===== src/rtl/id_decode_queue_pkg.sv =====
// Shared types and constants for the id_decode_queue decode stage.
// Optional RV32M decode is enabled by defining ID_RV32M_EN (see id_decode_queue_core).
package id_decode_queue_pkg;

    localparam int INST_W = 32;
    localparam int REG_W  = 5;
    localparam int OP_W   = 6;

    localparam logic [6:0] OPC_LUI    = 7'b0110111;
    localparam logic [6:0] OPC_AUIPC  = 7'b0010111;
    localparam logic [6:0] OPC_JAL    = 7'b1101111;
    localparam logic [6:0] OPC_JALR   = 7'b1100111;
    localparam logic [6:0] OPC_BRANCH = 7'b1100011;
    localparam logic [6:0] OPC_LOAD   = 7'b0000011;
    localparam logic [6:0] OPC_STORE  = 7'b0100011;
    localparam logic [6:0] OPC_OPIMM  = 7'b0010011;
    localparam logic [6:0] OPC_OP     = 7'b0110011;

    typedef enum logic [OP_W-1:0] {
        OP_NOP = 6'd0,
        OP_LUI, OP_AUIPC, OP_JAL, OP_JALR,
        OP_BEQ, OP_BNE, OP_BLT, OP_BGE, OP_BLTU, OP_BGEU,
        OP_LB, OP_LH, OP_LW, OP_LBU, OP_LHU,
        OP_SB, OP_SH, OP_SW,
        OP_ADDI, OP_SLTI, OP_SLTIU, OP_XORI, OP_ORI, OP_ANDI, OP_SLLI, OP_SRLI, OP_SRAI,
        OP_ADD, OP_SUB, OP_SLL, OP_SLT, OP_SLTU, OP_XOR, OP_SRL, OP_SRA, OP_OR, OP_AND,
        OP_MUL, OP_MULH, OP_MULHSU, OP_MULHU, OP_DIV, OP_DIVU, OP_REM, OP_REMU
    } op_e;

    typedef struct packed {
        op_e               op;
        logic [REG_W-1:0]  rd;
        logic [REG_W-1:0]  rs1;
        logic [REG_W-1:0]  rs2;
        logic              r1_en;
        logic              r2_en;
        logic [INST_W-1:0] imm;
        logic              illegal;
    } dec_t;

endpackage


===== src/rtl/id_decode_queue_if.sv =====
// Handshake bundle between IF, the decode queue and dispatch.
// slave = decode stage side, master = the IF/dispatch environment.
interface id_decode_queue_if #(
    parameter int DEPTH  = 4,
    parameter int ADDR_W = 32,
    parameter int OPT_W  = 6
);
    localparam int CW = $clog2(DEPTH) + 1;

    logic              rdy;
    logic              flush;
    logic              in_valid;
    logic              in_ready;
    logic [ADDR_W-1:0] in_pc;
    logic [31:0]       in_inst;
    logic              in_jump;
    logic              out_valid;
    logic              out_ready;
    logic [ADDR_W-1:0] out_pc;
    logic [OPT_W-1:0]  out_op;
    logic [4:0]        out_rd;
    logic [4:0]        out_rs1;
    logic [4:0]        out_rs2;
    logic              out_r1_en;
    logic              out_r2_en;
    logic [31:0]       out_imm;
    logic              out_jump;
    logic              out_illegal;
    logic [CW-1:0]     count;

    modport slave (
        input  rdy, flush, in_valid, in_pc, in_inst, in_jump, out_ready,
        output in_ready, out_valid, out_pc, out_op, out_rd, out_rs1, out_rs2,
               out_r1_en, out_r2_en, out_imm, out_jump, out_illegal, count
    );

    modport master (
        output rdy, flush, in_valid, in_pc, in_inst, in_jump, out_ready,
        input  in_ready, out_valid, out_pc, out_op, out_rd, out_rs1, out_rs2,
               out_r1_en, out_r2_en, out_imm, out_jump, out_illegal, count
    );

endinterface


===== src/rtl/id_decode_queue_core.sv =====
// Combinational RV32I decoder: raw instruction -> op, register fields, immediate.
// Define ID_RV32M_EN to decode the M-extension (funct7 = 0000001 on OP);
// otherwise those encodings are reported illegal.
module id_decode_queue_core
    import id_decode_queue_pkg::*;
(
    input  logic [31:0] inst,
    output dec_t        dec
);
    logic [6:0]  opcode;
    logic [2:0]  f3;
    logic [6:0]  f7;
    logic [4:0]  rd;
    logic [4:0]  rs1;
    logic [4:0]  rs2;
    logic [31:0] imm_i, imm_s, imm_b, imm_u, imm_j;
    logic        bad;

    assign opcode = inst[6:0];
    assign f3     = inst[14:12];
    assign f7     = inst[31:25];
    assign rd     = inst[11:7];
    assign rs1    = inst[19:15];
    assign rs2    = inst[24:20];
    assign imm_i  = {{21{inst[31]}}, inst[30:20]};
    assign imm_s  = {{21{inst[31]}}, inst[30:25], inst[11:7]};
    assign imm_b  = {{20{inst[31]}}, inst[7], inst[30:25], inst[11:8], 1'b0};
    assign imm_u  = {inst[31:12], 12'b0};
    assign imm_j  = {{12{inst[31]}}, inst[19:12], inst[20], inst[30:21], 1'b0};

    // Decode by opcode/funct; any unrecognised encoding collapses to an illegal NOP.
    always_comb begin
        dec    = '0;
        dec.op = OP_NOP;
        bad    = 1'b0;
        case (opcode)
            OPC_LUI:   begin dec.op = OP_LUI;   dec.rd = rd; dec.imm = imm_u; end
            OPC_AUIPC: begin dec.op = OP_AUIPC; dec.rd = rd; dec.imm = imm_u; end
            OPC_JAL:   begin dec.op = OP_JAL;   dec.rd = rd; dec.imm = imm_j; end
            OPC_JALR: begin
                dec.op = OP_JALR; dec.rd = rd; dec.rs1 = rs1; dec.r1_en = 1'b1; dec.imm = imm_i;
                bad = (f3 != 3'd0);
            end
            OPC_BRANCH: begin
                dec.rs1 = rs1; dec.rs2 = rs2; dec.r1_en = 1'b1; dec.r2_en = 1'b1; dec.imm = imm_b;
                case (f3)
                    3'd0: dec.op = OP_BEQ;
                    3'd1: dec.op = OP_BNE;
                    3'd4: dec.op = OP_BLT;
                    3'd5: dec.op = OP_BGE;
                    3'd6: dec.op = OP_BLTU;
                    3'd7: dec.op = OP_BGEU;
                    default: bad = 1'b1;
                endcase
            end
            OPC_LOAD: begin
                dec.rd = rd; dec.rs1 = rs1; dec.r1_en = 1'b1; dec.imm = imm_i;
                case (f3)
                    3'd0: dec.op = OP_LB;
                    3'd1: dec.op = OP_LH;
                    3'd2: dec.op = OP_LW;
                    3'd4: dec.op = OP_LBU;
                    3'd5: dec.op = OP_LHU;
                    default: bad = 1'b1;
                endcase
            end
            OPC_STORE: begin
                dec.rs1 = rs1; dec.rs2 = rs2; dec.r1_en = 1'b1; dec.r2_en = 1'b1; dec.imm = imm_s;
                case (f3)
                    3'd0: dec.op = OP_SB;
                    3'd1: dec.op = OP_SH;
                    3'd2: dec.op = OP_SW;
                    default: bad = 1'b1;
                endcase
            end
            OPC_OPIMM: begin
                dec.rd = rd; dec.rs1 = rs1; dec.r1_en = 1'b1; dec.imm = imm_i;
                case (f3)
                    3'd0: dec.op = OP_ADDI;
                    3'd2: dec.op = OP_SLTI;
                    3'd3: dec.op = OP_SLTIU;
                    3'd4: dec.op = OP_XORI;
                    3'd6: dec.op = OP_ORI;
                    3'd7: dec.op = OP_ANDI;
                    3'd1: begin dec.op = OP_SLLI; bad = (f7 != 7'b0000000); end
                    3'd5: begin
                        if (f7 == 7'b0000000)      dec.op = OP_SRLI;
                        else if (f7 == 7'b0100000) dec.op = OP_SRAI;
                        else                       bad = 1'b1;
                    end
                    default: bad = 1'b1;
                endcase
            end
            OPC_OP: begin
                dec.rd = rd; dec.rs1 = rs1; dec.rs2 = rs2; dec.r1_en = 1'b1; dec.r2_en = 1'b1;
                case (f7)
                    7'b0000000: begin
                        case (f3)
                            3'd0: dec.op = OP_ADD;
                            3'd1: dec.op = OP_SLL;
                            3'd2: dec.op = OP_SLT;
                            3'd3: dec.op = OP_SLTU;
                            3'd4: dec.op = OP_XOR;
                            3'd5: dec.op = OP_SRL;
                            3'd6: dec.op = OP_OR;
                            default: dec.op = OP_AND;
                        endcase
                    end
                    7'b0100000: begin
                        if (f3 == 3'd0)      dec.op = OP_SUB;
                        else if (f3 == 3'd5) dec.op = OP_SRA;
                        else                 bad = 1'b1;
                    end
`ifdef ID_RV32M_EN
                    7'b0000001: begin
                        case (f3)
                            3'd0: dec.op = OP_MUL;
                            3'd1: dec.op = OP_MULH;
                            3'd2: dec.op = OP_MULHSU;
                            3'd3: dec.op = OP_MULHU;
                            3'd4: dec.op = OP_DIV;
                            3'd5: dec.op = OP_DIVU;
                            3'd6: dec.op = OP_REM;
                            default: dec.op = OP_REMU;
                        endcase
                    end
`else
`endif
                    default: bad = 1'b1;
                endcase
            end
            default: bad = 1'b1;
        endcase
        if (bad) begin
            dec         = '0;
            dec.op      = OP_NOP;
            dec.illegal = 1'b1;
        end
    end

endmodule


===== src/rtl/id_decode_queue.sv =====
// Decode stage: DEPTH-entry FIFO of fetched (pc, inst, jump) feeding a registered decoder.
// Freeze on !rdy, discard everything on flush. ID_RV32M_EN selects M-extension decode.
module id_decode_queue
    import id_decode_queue_pkg::*;
#(
    parameter int DEPTH  = 4,
    parameter int ADDR_W = 32,
    parameter int OPT_W  = 6
) (
    input logic              clk,
    input logic              rst,
    id_decode_queue_if.slave bus
);
    localparam int PW = $clog2(DEPTH);
    localparam int CW = PW + 1;

    logic [ADDR_W-1:0] mem_pc   [DEPTH];
    logic [31:0]       mem_inst [DEPTH];
    logic              mem_jump [DEPTH];

    logic [PW-1:0]     wr_ptr, rd_ptr;
    logic [CW-1:0]     count_q;
    logic              in_ready, push, pop;
    dec_t              head_dec;

    logic              out_valid_q;
    logic [ADDR_W-1:0] out_pc_q;
    logic [OPT_W-1:0]  out_op_q;
    logic [4:0]        out_rd_q, out_rs1_q, out_rs2_q;
    logic              out_r1_q, out_r2_q, out_jump_q, out_ill_q;
    logic [31:0]       out_imm_q;

    // The output register counts as an extra slot, so pop whenever it is free or being drained.
    assign in_ready = (count_q < CW'(DEPTH));
    assign push     = bus.in_valid && in_ready;
    assign pop      = (count_q != '0) && (!out_valid_q || bus.out_ready);

    id_decode_queue_core u_core (
        .inst (mem_inst[rd_ptr]),
        .dec  (head_dec)
    );

    // Queue storage write; contents need no reset since count gates visibility.
    always_ff @(posedge clk) begin
        if (!rst && bus.rdy && !bus.flush && push) begin
            mem_pc[wr_ptr]   <= bus.in_pc;
            mem_inst[wr_ptr] <= bus.in_inst;
            mem_jump[wr_ptr] <= bus.in_jump;
        end
    end

    // Pointer and occupancy bookkeeping.
    always_ff @(posedge clk) begin
        if (rst) begin
            wr_ptr  <= '0;
            rd_ptr  <= '0;
            count_q <= '0;
        end else if (bus.rdy) begin
            if (bus.flush) begin
                wr_ptr  <= '0;
                rd_ptr  <= '0;
                count_q <= '0;
            end else begin
                if (push) wr_ptr <= wr_ptr + PW'(1);
                if (pop)  rd_ptr <= rd_ptr + PW'(1);
                if (push && !pop)      count_q <= count_q + CW'(1);
                else if (pop && !push) count_q <= count_q - CW'(1);
            end
        end
    end

    // Output register: load decoded head on pop, otherwise retire on handshake.
    always_ff @(posedge clk) begin
        if (rst) begin
            out_valid_q <= 1'b0;
            out_pc_q    <= '0;
            out_op_q    <= OPT_W'(OP_NOP);
            out_rd_q    <= '0;
            out_rs1_q   <= '0;
            out_rs2_q   <= '0;
            out_r1_q    <= 1'b0;
            out_r2_q    <= 1'b0;
            out_imm_q   <= '0;
            out_jump_q  <= 1'b0;
            out_ill_q   <= 1'b0;
        end else if (bus.rdy) begin
            if (bus.flush) begin
                out_valid_q <= 1'b0;
            end else if (pop) begin
                out_valid_q <= 1'b1;
                out_pc_q    <= mem_pc[rd_ptr];
                out_op_q    <= OPT_W'(head_dec.op);
                out_rd_q    <= head_dec.rd;
                out_rs1_q   <= head_dec.rs1;
                out_rs2_q   <= head_dec.rs2;
                out_r1_q    <= head_dec.r1_en;
                out_r2_q    <= head_dec.r2_en;
                out_imm_q   <= head_dec.imm;
                out_jump_q  <= mem_jump[rd_ptr];
                out_ill_q   <= head_dec.illegal;
            end else if (bus.out_ready) begin
                out_valid_q <= 1'b0;
            end
        end
    end

    assign bus.in_ready    = in_ready;
    assign bus.count       = count_q;
    assign bus.out_valid   = out_valid_q;
    assign bus.out_pc      = out_pc_q;
    assign bus.out_op      = out_op_q;
    assign bus.out_rd      = out_rd_q;
    assign bus.out_rs1     = out_rs1_q;
    assign bus.out_rs2     = out_rs2_q;
    assign bus.out_r1_en   = out_r1_q;
    assign bus.out_r2_en   = out_r2_q;
    assign bus.out_imm     = out_imm_q;
    assign bus.out_jump    = out_jump_q;
    assign bus.out_illegal = out_ill_q;

endmodule

===== src/flat_wrapper.sv =====
// flat-port wrapper written by rule: the top's interface ports become plain ports
module id_decode_queue_flat import id_decode_queue_pkg::*;
#(
    parameter int DEPTH  = 4,
    parameter int ADDR_W = 32,
    parameter int OPT_W  = 6
)
  (clk, rst, bus_rdy, bus_flush, bus_in_valid, bus_in_pc, bus_in_inst, bus_in_jump, bus_out_ready, bus_in_ready, bus_out_valid, bus_out_pc, bus_out_op, bus_out_rd, bus_out_rs1, bus_out_rs2, bus_out_r1_en, bus_out_r2_en, bus_out_imm, bus_out_jump, bus_out_illegal, bus_count);
  id_decode_queue_if #(.DEPTH(DEPTH), .ADDR_W(ADDR_W), .OPT_W(OPT_W)) bus_i ();
  input logic clk;
  input logic rst;
  input wire logic [$bits(bus_i.rdy)-1:0] bus_rdy;
  input wire logic [$bits(bus_i.flush)-1:0] bus_flush;
  input wire logic [$bits(bus_i.in_valid)-1:0] bus_in_valid;
  input wire logic [$bits(bus_i.in_pc)-1:0] bus_in_pc;
  input wire logic [$bits(bus_i.in_inst)-1:0] bus_in_inst;
  input wire logic [$bits(bus_i.in_jump)-1:0] bus_in_jump;
  input wire logic [$bits(bus_i.out_ready)-1:0] bus_out_ready;
  output wire logic [$bits(bus_i.in_ready)-1:0] bus_in_ready;
  output wire logic [$bits(bus_i.out_valid)-1:0] bus_out_valid;
  output wire logic [$bits(bus_i.out_pc)-1:0] bus_out_pc;
  output wire logic [$bits(bus_i.out_op)-1:0] bus_out_op;
  output wire logic [$bits(bus_i.out_rd)-1:0] bus_out_rd;
  output wire logic [$bits(bus_i.out_rs1)-1:0] bus_out_rs1;
  output wire logic [$bits(bus_i.out_rs2)-1:0] bus_out_rs2;
  output wire logic [$bits(bus_i.out_r1_en)-1:0] bus_out_r1_en;
  output wire logic [$bits(bus_i.out_r2_en)-1:0] bus_out_r2_en;
  output wire logic [$bits(bus_i.out_imm)-1:0] bus_out_imm;
  output wire logic [$bits(bus_i.out_jump)-1:0] bus_out_jump;
  output wire logic [$bits(bus_i.out_illegal)-1:0] bus_out_illegal;
  output wire logic [$bits(bus_i.count)-1:0] bus_count;
  assign bus_i.rdy = bus_rdy;
  assign bus_i.flush = bus_flush;
  assign bus_i.in_valid = bus_in_valid;
  assign bus_i.in_pc = bus_in_pc;
  assign bus_i.in_inst = bus_in_inst;
  assign bus_i.in_jump = bus_in_jump;
  assign bus_i.out_ready = bus_out_ready;
  assign bus_in_ready = bus_i.in_ready;
  assign bus_out_valid = bus_i.out_valid;
  assign bus_out_pc = bus_i.out_pc;
  assign bus_out_op = bus_i.out_op;
  assign bus_out_rd = bus_i.out_rd;
  assign bus_out_rs1 = bus_i.out_rs1;
  assign bus_out_rs2 = bus_i.out_rs2;
  assign bus_out_r1_en = bus_i.out_r1_en;
  assign bus_out_r2_en = bus_i.out_r2_en;
  assign bus_out_imm = bus_i.out_imm;
  assign bus_out_jump = bus_i.out_jump;
  assign bus_out_illegal = bus_i.out_illegal;
  assign bus_count = bus_i.count;
  id_decode_queue #(.DEPTH(DEPTH), .ADDR_W(ADDR_W), .OPT_W(OPT_W)) u_core (.clk(clk), .rst(rst), .bus(bus_i));
endmodule

===== config.mk =====
export PLATFORM = sky130hd
export DESIGN_NAME = id_decode_queue_flat
export DESIGN_NICKNAME = d
export VERILOG_FILES = /design/src/rtl/id_decode_queue_pkg.sv /design/src/rtl/id_decode_queue_if.sv /design/src/rtl/id_decode_queue_core.sv /design/src/rtl/id_decode_queue.sv /design/src/flat_wrapper.sv
export SDC_FILE = /design/constraint.sdc
export NUM_CORES = 1
export LEC_CHECK = 0
export ABC_CLOCK_PERIOD_IN_PS = 4000
export BUFFER_PORTS_ARGS = -buffer_cell sky130_fd_sc_hd__buf_2
export CAP_MARGIN = 20
export CORE_UTILIZATION = 58
export DETAILED_ROUTE_END_ITERATION = 7
export PLACE_DENSITY = 0.9
export SLEW_MARGIN = 25
export SYNTH_ARGS = -nofsm -noshare
export SYNTH_HDL_FRONTEND = slang
export SYNTH_SLANG_ARGS = --single-unit
export TNS_END_PERCENT = 100

===== constraint.sdc =====
create_clock -name clk -period 4 [get_ports clk]
set_input_delay 0.6 -clock clk [delete_from_list [all_inputs] [get_ports clk]]
set_output_delay 0.6 -clock clk [all_outputs]
set_load 0.02 [all_outputs]

## Word level (Yosys, flattened, before mapping)

Memory sizes are Yosys's and may differ from the RTL's. A register that Yosys moved wholly into a read port is not among the register bits.
Cells that the tools add are included.

- Logic and storage cells: 116
- Memories kept: 3
- Bits in writable memories: 260
- Memory bits (read-only): 0
- Flip-flop bits (word level): 64
- Bits in latches: 0
- Output and inout port bits: 94
- Input port bits: 71

Memories:

| name | words | width | rd ports | clocked after Yosys merged registers in | wr ports | RTL line | RTL |
|---|---|---|---|---|---|---|---|
| u_core.mem_inst | 4 | 32 | 1 | 1 | 1 | id_decode_queue.sv:18 | `logic [31:0] mem_inst [DEPTH];` |
| u_core.mem_pc | 4 | 32 | 1 | 1 | 1 | id_decode_queue.sv:17 | `logic [ADDR_W-1:0] mem_pc [DEPTH];` |
| u_core.mem_jump | 4 | 1 | 1 | 1 | 1 | id_decode_queue.sv:19 | `logic mem_jump [DEPTH];` |

- Magnitude comparators: 1
- Mux-type cells: 42
- Bitwise logic cells: 1
- Add/subtract/negate cells: 4
- Shift operators: 0
- Divide/modulo/power cells: 0
- Eq/ne operators: 17
- $mul: 0
- Reductions and logical operators: 36

Operators by type and width:

| cell | number |
|---|---|
| 32-bit case mux with 5 select lines | 1 |
| 56-bit two-way mux | 1 |
| 6-bit case mux with 9 select lines | 1 |
| 6-bit case mux with 8 select lines | 1 |
| 6-bit case mux with 7 select lines | 1 |
| 7-bit by 6-bit equality test with 1-bit output, second input constant | 4 |
| 5-bit two-way mux | 5 |
| 4-bit case mux with 6 select lines | 1 |
| 7-bit equality test, second input constant | 3 |
| 4-bit case mux with 5 select lines | 1 |
| 5-bit case mux with 3 select lines | 1 |
| 7-bit by 5-bit equality test with 1-bit output, second input constant | 2 |
| 1-bit two-way mux | 14 |
| 3-bit equality test, second input constant | 4 |
| 2-bit two-way mux | 6 |
| 6-bit two-way mux | 2 |
| 6-bit case mux with 2 select lines | 1 |
| 3-bit nonzero test | 4 |
| 3-bit OR reduction | 4 |
| 6-bit OR reduction | 2 |
| 3-bit two-way mux | 3 |
| 2-bit AND reduction | 4 |
| 7-bit by 2-bit equality test with 1-bit output, second input constant | 1 |
| 1-bit logical AND | 7 |
| 19 further kinds | 27 |

## Logic depth before layout (Yosys ltp)

Gate-level depths: netlist of run 1.

- Depth after elaboration: 7
- Gate-level depth with buffers: 11
- Gate-level depth less buffers: 8

## Hierarchy

A second synthesis of run 1 with hierarchy kept.

- Cell total of the unflattened synthesis: 1047
- Area total of the unflattened synthesis: 14418.8 um2

Modules (own cells, without submodules):

| module | area an instance (um2) | sequential area each (um2) | instances | cells an instance |
|---|---|---|---|---|
| id_decode_queue | 13118.8 | 9789.4 | 1 | 803 |
| id_decode_queue_core | 1300.0 | 0.0 | 1 | 244 |

## Worst setup path before layout of run 1

Ideal clock, no wire load.

- Kind: in2reg
- From: in bus_rdy
- To: mem u_core.mem_inst[0][0] (enable)
- Library setup time: 430 ps
- Setup slack: 872 ps
- Data required time: 3570 ps
- Stages on the path: 5
- Arrival: 2698 ps
- Buffers on the path: 0
- Cells stage by stage: inv_1 nor2_1 nand2_1 nor2_1 and2_1

- Cells in the longest elaborated chain, start to end: 5

RTL lines:

| item | RTL line | RTL |
|---|---|---|
| from (decl) | flat_wrapper.sv:12 | `input wire logic [$bits(bus_i.rdy)-1:0] bus_rdy;` |
| 1-bit logical AND (3 in a row) | id_decode_queue.sv:45 | `if (!rst && bus.rdy && !bus.flush && push) begin` |
| 1-bit two-way mux | id_decode_queue.sv:45 |  |
| 1-bit two-way mux (not written as such) | id_decode_queue.sv:47 | `mem_inst[wr_ptr] <= bus.in_inst;` |
| to (decl) | id_decode_queue.sv:18 |  |

No other way between the ends.

==> impl_metrics.json, run 1 <==
{
  "synth-edff-count": 260,
  "met1_usage_pct": 32.3,
  "peakVddDrop_v": 0.000392,
  "rsz0062_at_grt": "no",
  "internal_power_mw": 6.18,
  "grt_start_max_net_pins": 51,
  "power.switching_mw": 1.56,
  "clk_latency_ns": 0.52,
  "port_buffers": 164,
  "detail_route.iter0.violations": 722,
  "hold_buffers": 0,
  "cts_root_buf": "clkbuf_16",
  "drc": 0,
  "cp.required_ns": 4.35,
  "detail-route-antenna-nets": 0,
  "utilization_pct": 69.3,
  "syn-cell-area_um2": 13800,
  "grt_pass1_vias": 8544,
  "nNetsFinal": 1161,
  "slowest_delay_ns": 0.77,
  "leakage_nw": 5.57,
  "ys_seq_area_share_pct": 70.8,
  "syn2layout_area_growth_pct": 17.2,
  "cts_setup_buffers": 0,
  "start_util_pct": 59.1,
  "synthesis.nets": 996,
  "cts_sinks": 359,
  "crit_path_start_kind": "flop",
  "grt_first_pass_wirelength_mm": 46.5,
  "top_usage_layer": "met2",
  "hpwl_mm": 19.4,
  "relSlewSlack_pct": 34.2,
  "rows": 56,
  "clock_path_buffers": 3,
  "synth.most_common_cell": "edfxtp_1",
  "crit_type": "flop to flop",
  "wl_per_cell_um": 21.0,
  "reg2reg_depth": 6,
  "track_usage_pct": 25.4,
  "crit_family": "simple AND/OR/NAND/NOR gates",
  "routed_wl_mm": 30.1,
  "synth.avg_cell_area_um2": 15.0,
  "yosys_warnings": 0,
  "p_seq_share_pct": 52.2,
  "clockPowerShare_pct": 43.5,
  "grt_overflow": 0,
  "cap_violations": 0,
  "finalWeightedCongestion": 0.887,
  "layout-drive-gt1-share_pct": 28.3,
  "min_to": "u_core.mem_inst[1][21]$_DFFE_PP_",
  "finClkSkew_ns": 0.0162,
  "synth.top_cell.area_share_pct": 56.4,
  "tritoncts": "built",
  "synth.top_cells.by_area": "edfxtp_1 56%, dfxtp_1 14%, mux4_2 10%",
  "post-route-period-util_pct": 83.8,
  "antenna_found_initial": 2,
  "path_clk_slew_ns": 0.06,
  "viasPerCell": 5.90,
  "die_h_um": 156,
  "crit_arrival_ns": 3.70,
  "synth_cell_types": 64,
  "pwr_density_cell_nw_per_um2": 477,
  "hold_depth": 1,
  "path_cells": "mux4_2, and3b_1, nand3_1, o21ai_2, nor3b_1, o31ai_1",
  "yosysTopAreaCell": "edfxtp_1",
  "reg2reg_setup_slack_ns": 0.65,
  "max_freq_ghz": 0.298,
  "drt_pass1_iterations": 5,
  "p_comb_share_pct": 4.3,
  "hold_viol": 0,
  "io_pins": 165,
  "cts_buffers": 36,
  "dieArea_um2": 24500,
  "run_status": "finished, final reports clean",
  "die_x_um": 156,
  "path_depth": 6,
  "min_path_type": "input port to flop",
  "reg2reg_to": "u_core.bus.out_rd[2]$_SDFFE_PP0P_",
  "synth_top_flop_cell": "edfxtp_1",
  "met3_usage_pct": 5.57,
  "synth_seq_cells": 359,
  "htreeDepth": 2,
  "setup_tns_ns": 0,
  "met2_usage_pct": 43.8,
  "async_flop_share_pct": 0,
  "tightestPinTransition_ns": 0.986,
  "fin_crit_ns": 3.35,
  "netlist_instances": 920,
  "swShare_pct": 20.2,
  "finalSetupViolCount": 0,
  "synth_commonest_cells": "260 x edfxtp_1, 151 x nand2_1, 99 x dfxtp_1",
  "worstHoldStart": "bus_in_inst[21]",
  "vias": 8450,
  "coreArea_um2": 23400,
  "final-max-slew-violation-count": 0,
  "end_kind": "flop",
  "cp_slowest_cell": "mux4_2",
  "critPathMaxFanout": 16,
  "cts_resized": 0,
  "crit_buf_inv": 0
}
power by group through the flow:
stage / Combinational [mW] / Clock [mW] / Sequential, mW
after detailed placement: 0.330 / 0 / 4.12
after floorplan: 0.194 / 0 / 4.12
after CTS: 0.331 / 3.42 / 4.04
final: 0.333 / 3.37 / 4.04
after global routing: 0.361 / 3.54 / 4.04
after global placement: 0.319 / 0 / 4.11
final cells by class:
cell class                 instances  area, um2
multi-input combinational        492       3770
clock buffer                      51       1020
inverter                          19       71.3
clock inverter                    14        183
sequential                       359       9790
fill                            1575       7190
timing repair buffer             177        968
antenna                            1       2.50
tap                              319        399
metrics by stage:
| step | hold slack (ns) | instance area [um2] | total power [mW] | worst slack, ns | instances |
|---|---|---|---|---|---|
| after floorplan | 0.505 | 13800 | 4.32 | 0.872 | 920 |
| after global placement | 0.432 | 15000 | 4.43 | 0.810 | 1366 |
| after detailed placement | 0.440 | 15000 | 4.45 | 0.722 | 1366 |
| after CTS | 0.273 | 16200 | 7.79 | 0.665 | 1431 |
| after global routing | 0.280 | 16200 | 7.94 | 0.391 | 1432 |
| final | 0.290 | 16200 | 7.74 | 0.647 | 1432 |
routing by layer:
layer | routed length [um] | up-vias
li1 | - | 3844
met1 | 12000 | 4225
met2 | 15200 | 327
met3 | 2250 | 52
met4 | 680 | 2
met5 | 13 | -
worst reg2reg max path: stages (launching register included):
cell and delay (ns):
dfxtp_2 0.72, mux4_2 0.77, and3b_1 0.33, nand3_1 0.24, o21ai_2 0.18, nor3b_1 0.75
o31ai_1 0.19
state kept, by name, summed over array words and instances, names as in the netlist, named ones only:
register	cells
u_core.bus.count	3
u_core.bus.out_illegal	1
u_core.bus.out_imm	32
u_core.bus.out_jump	1
u_core.bus.out_op	6
u_core.bus.out_pc	32
u_core.bus.out_r1_en	1
u_core.bus.out_r2_en	1
u_core.bus.out_rd	5
u_core.bus.out_rs1	5
u_core.bus.out_rs2	5
u_core.bus.out_valid	1
u_core.mem_inst	128
u_core.mem_jump	4
u_core.mem_pc	128
u_core.rd_ptr	2
u_core.wr_ptr	2
cells in the final DEF (no fill, tap or decap), types with 4 or more instances in the layout:
master,n
edfxtp_1,260
buf_2,164
nand2_1,150
dfxtp_1,96
a21oi_1,66
mux4_2,64
clkbuf_16,36
o21ai_1,33
o21ai_0,23
inv_1,18
nor2_1,17
nand3_1,16
clkbuf_1,9
buf_4,9
nor2b_1,8
a31oi_1,7
a2bb2oi_1,6
clkbuf_8,6
clkinv_2,6
nor3b_1,5
nand4_1,5
o31ai_1,5
a22oi_1,5
and2_4,4
and2_0,4
o211ai_1,4
a211oi_1,4
a221oi_1,4
ha_1,4
bufinv_16,4
buf_12,4
worst max-delay path by stage:
stage | to
after detailed placement | u_core.bus.out_rd[2]$_SDFFE_PP0P_
after CTS | u_core.bus.out_rd[2]$_SDFFE_PP0P_
after global placement | u_core.bus.out_rd[2]$_SDFFE_PP0P_
after global routing | u_core.bus.out_imm[12]$_SDFFE_PP0P_
after floorplan | u_core.mem_inst[0][0]$_DFFE_PP_
final | u_core.bus.out_rd[2]$_SDFFE_PP0P_
logic make-up (layout without fill, tap and decap cells):
| logic type | count (synthesis) | after routing | share of synthesized area, % |
|---|---|---|---|
| flops | 359 | 359 | 70.8 |
| simple gates | 235 | 235 | 7.69 |
| compound gates | 183 | 183 | 8.21 |
| buf+inv | 69 | 261 | 2.07 |
| mux | 66 | 66 | 10.6 |
| fa+ha+maj | 5 | 5 | 0.507 |
| xor+xnor | 3 | 3 | 0.190 |
| other cells | 0 | 1 | 0 |
Power figures use the tool's default switching activity.
==> run 2: changes to the inputs <==
--- a/config.mk
+++ b/config.mk
@@ -5,12 +5,12 @@
 export SDC_FILE = /design/constraint.sdc
 export NUM_CORES = 1
 export LEC_CHECK = 0
-export ABC_CLOCK_PERIOD_IN_PS = 4000
+export ABC_CLOCK_PERIOD_IN_PS = 3040
 export BUFFER_PORTS_ARGS = -buffer_cell sky130_fd_sc_hd__buf_2
 export CAP_MARGIN = 20
-export CORE_UTILIZATION = 58
+export CORE_UTILIZATION = 52
 export DETAILED_ROUTE_END_ITERATION = 7
-export PLACE_DENSITY = 0.9
+export PLACE_DENSITY = 0.86
 export SLEW_MARGIN = 25
 export SYNTH_ARGS = -nofsm -noshare
 export SYNTH_HDL_FRONTEND = slang
==> constraint.sdc (replaced) <==
create_clock -name clk -period 3.04 [get_ports clk]
set_input_delay 0.456 -clock clk [delete_from_list [all_inputs] [get_ports clk]]
set_output_delay 0.456 -clock clk [all_outputs]
set_load 0.02 [all_outputs]
==> run 2 against run 1 <==
Hold slack worse by 0.14 ns. Fmax is 18% higher. Global-route usage is 3.4 points lower. Total power is 30% higher. Sequential share of layout area is 0.67 points lower. Critical path depth is 1 higher. Register-to-register slack worse by 0.45 ns. Core utilization is 6.4 points lower.
==> impl_metrics.json, run 2 (same netlist as run 1, synthesis figures left out) <==
{
  "run_status": "finished, final reports clean",
  "largest_registers": "u_core.mem_inst (128), u_core.mem_pc (128)",
  "crit_path_start_kind": "flop",
  "final_common_cell": "edfxtp_1",
  "max_freq_ghz": 0.352,
  "detail_route.iter0.violations": 769,
  "place_area_um2": 15200,
  "clock_path_buffers": 3,
  "fin_crit_ns": 2.84,
  "reg2reg_setup_slack_ns": 0.20,
  "met2_usage_pct": 37.4,
  "layout_common_cells": "260 x edfxtp_1, 164 x buf_2, 150 x nand2_1, 96 x dfxtp_1, 66 x a21oi_1",
  "cp_slowest_cell": "nor3b_1",
  "grt_first_pass_wirelength_mm": 45.3,
  "hpwl_mm": 19.7,
  "min_path_type": "input port to flop",
  "grt_start_max_net_pins": 50,
  "cap_violations": 0,
  "post-route-period-util_pct": 93.5,
  "fill_cells": 1882,
  "worst_slack_ns": 0.197,
  "hold_depth": 1,
  "final-max-slew-violation-count": 0,
  "relSlewSlack_pct": 37.0,
  "path_depth": 7,
  "tritoncts": "built",
  "cp.required_ns": 3.40,
  "finalWeightedCongestion": 0.922,
  "cts_resized": 0,
  "nNetsFinal": 1185,
  "hold_buffers": 0,
  "fin_area_um2": 16400,
  "path_clk_slew_ns": 0.06,
  "end_kind": "flop",
  "met3_usage_pct": 4.27,
  "viasPerCell": 5.74,
  "port_buffers": 164,
  "vias": 8456,
  "met1_usage_pct": 28.6,
  "utilization_pct": 62.9,
  "routed_wl_mm": 29.5,
  "finalSetupViolCount": 0,
  "instances_no_fill": 1474,
  "clk_latency_ns": 0.52,
  "preCtsSetupSlack_ns": 0.273,
  "crit_family": "simple AND/OR/NAND/NOR gates",
  "top_usage_layer": "met2",
  "cts_sinks": 359,
  "htreeDepth": 2,
  "coreArea_um2": 26100,
  "multi_input_area_um2": 3770,
  "setup_tns_ns": 0,
  "grt_overflow": 0,
  "die_x_um": 165,
  "pwr_density_cell_nw_per_um2": 616,
  "slowest_delay_ns": 0.67,
  "total_power_mw": 10.1,
  "cts_setup_buffers": 0,
  "start_util_pct": 53.1,
  "leakage_nw": 5.68,
  "critPathMaxFanout": 11,
  "drt_pass1_iterations": 5,
  "layout-drive-gt1-share_pct": 29.7,
  "track_usage_pct": 22.0,
  "dieArea_um2": 27300,
  "worstHoldStart": "bus_in_inst[24]",
  "syn2layout_area_growth_pct": 18.5,
  "die_h_um": 165,
  "final-seq-area_um2": 9790,
  "io_pins": 165,
  "rows": 59,
  "wl_per_cell_um": 20.0,
  "grt_pass1_vias": 8216,
  "peakVddDrop_v": 0.000542,
  "holdWs_ns": 0.151,
  "path_cells": "buf_4, mux4_2, and3b_1, nand3_1, o21ai_2, nor3b_1, o31ai_1",
  "crit_arrival_ns": 3.20,
  "rsz0062_at_grt": "no",
  "crit_type": "flop to flop",
  "finClkSkew_ns": 0.0206,
  "tightestPinTransition_ns": 0.946,
  "cts_root_buf": "clkbuf_16",
  "crit_buf_inv": 1,
  "antenna_found_initial": 5,
  "detail-route-antenna-nets": 0,
  "drc": 0,
  "reg2reg_depth": 7,
  "hold_viol": 0,
  "dp_cells": 1406,
  "cts_buffers": 36
}
-- run 2: cell types whose count changed in the layout (fill, tap and decap cells not counted), sizes merged --
cell,previous run,this run
buf,177,201
clkbuf,51,56
clkinv,10,7
bufinv,4,2
diode,1,3
clkinvlp,0,1
inv,19,18
-- run 2: final cells by class --
| cell class | instances | share of cell area [%] |
|---|---|---|
| clock buffers | 56 | 6.54 |
| clock inverters | 9 | 0.641 |
| multi-input cells | 492 | 23.0 |
| repair buffers | 201 | 7.01 |
| diodes | 3 | 0.0458 |
| inverters | 19 | 0.435 |
| flip-flops and latches | 359 | 59.7 |
| well taps | 335 | 2.56 |
-- run 2: metal layers --
| layer | vias up | part of all wire, % |
|---|---|---|
| li1 | 3887 | - |
| met1 | 4183 | 40 |
| met2 | 318 | 50 |
| met3 | 66 | 6.8 |
| met4 | 2 | 2.6 |
| met5 | - | 0.044 |
-- run 2: worst register-to-register path: stages, from the launching register on --
cell and delay [ns]:
dfxtp_2 0.33, buf_4 0.23, mux4_2 0.62, and3b_1 0.31, nand3_1 0.23, o21ai_2 0.10, nor3b_1 0.67, o31ai_1 0.21
-- run 2: final timing paths --
kind	endpoint
worst max-delay path	u_core.bus.out_rd[2]$_SDFFE_PP0P_
worst min-delay path	u_core.mem_inst[0][24]$_DFFE_PP_
worst max register to register	u_core.bus.out_rd[2]$_SDFFE_PP0P_
worst min register to register	u_core.bus.out_pc[15]$_SDFFE_PP0P_
-- run 2: where the power goes --
part / internal [mW] / total [mW] / switching (mW) / leakage [nW]
logic: 0.176 / 0.458 / 0.282 / 1.96
clock network: 2.60 / 4.33 / 1.73 / 0.576
registers: 5.28 / 5.30 / 0.0180 / 3.14
total: 8.06 / 10.1 / 2.03 / 5.68
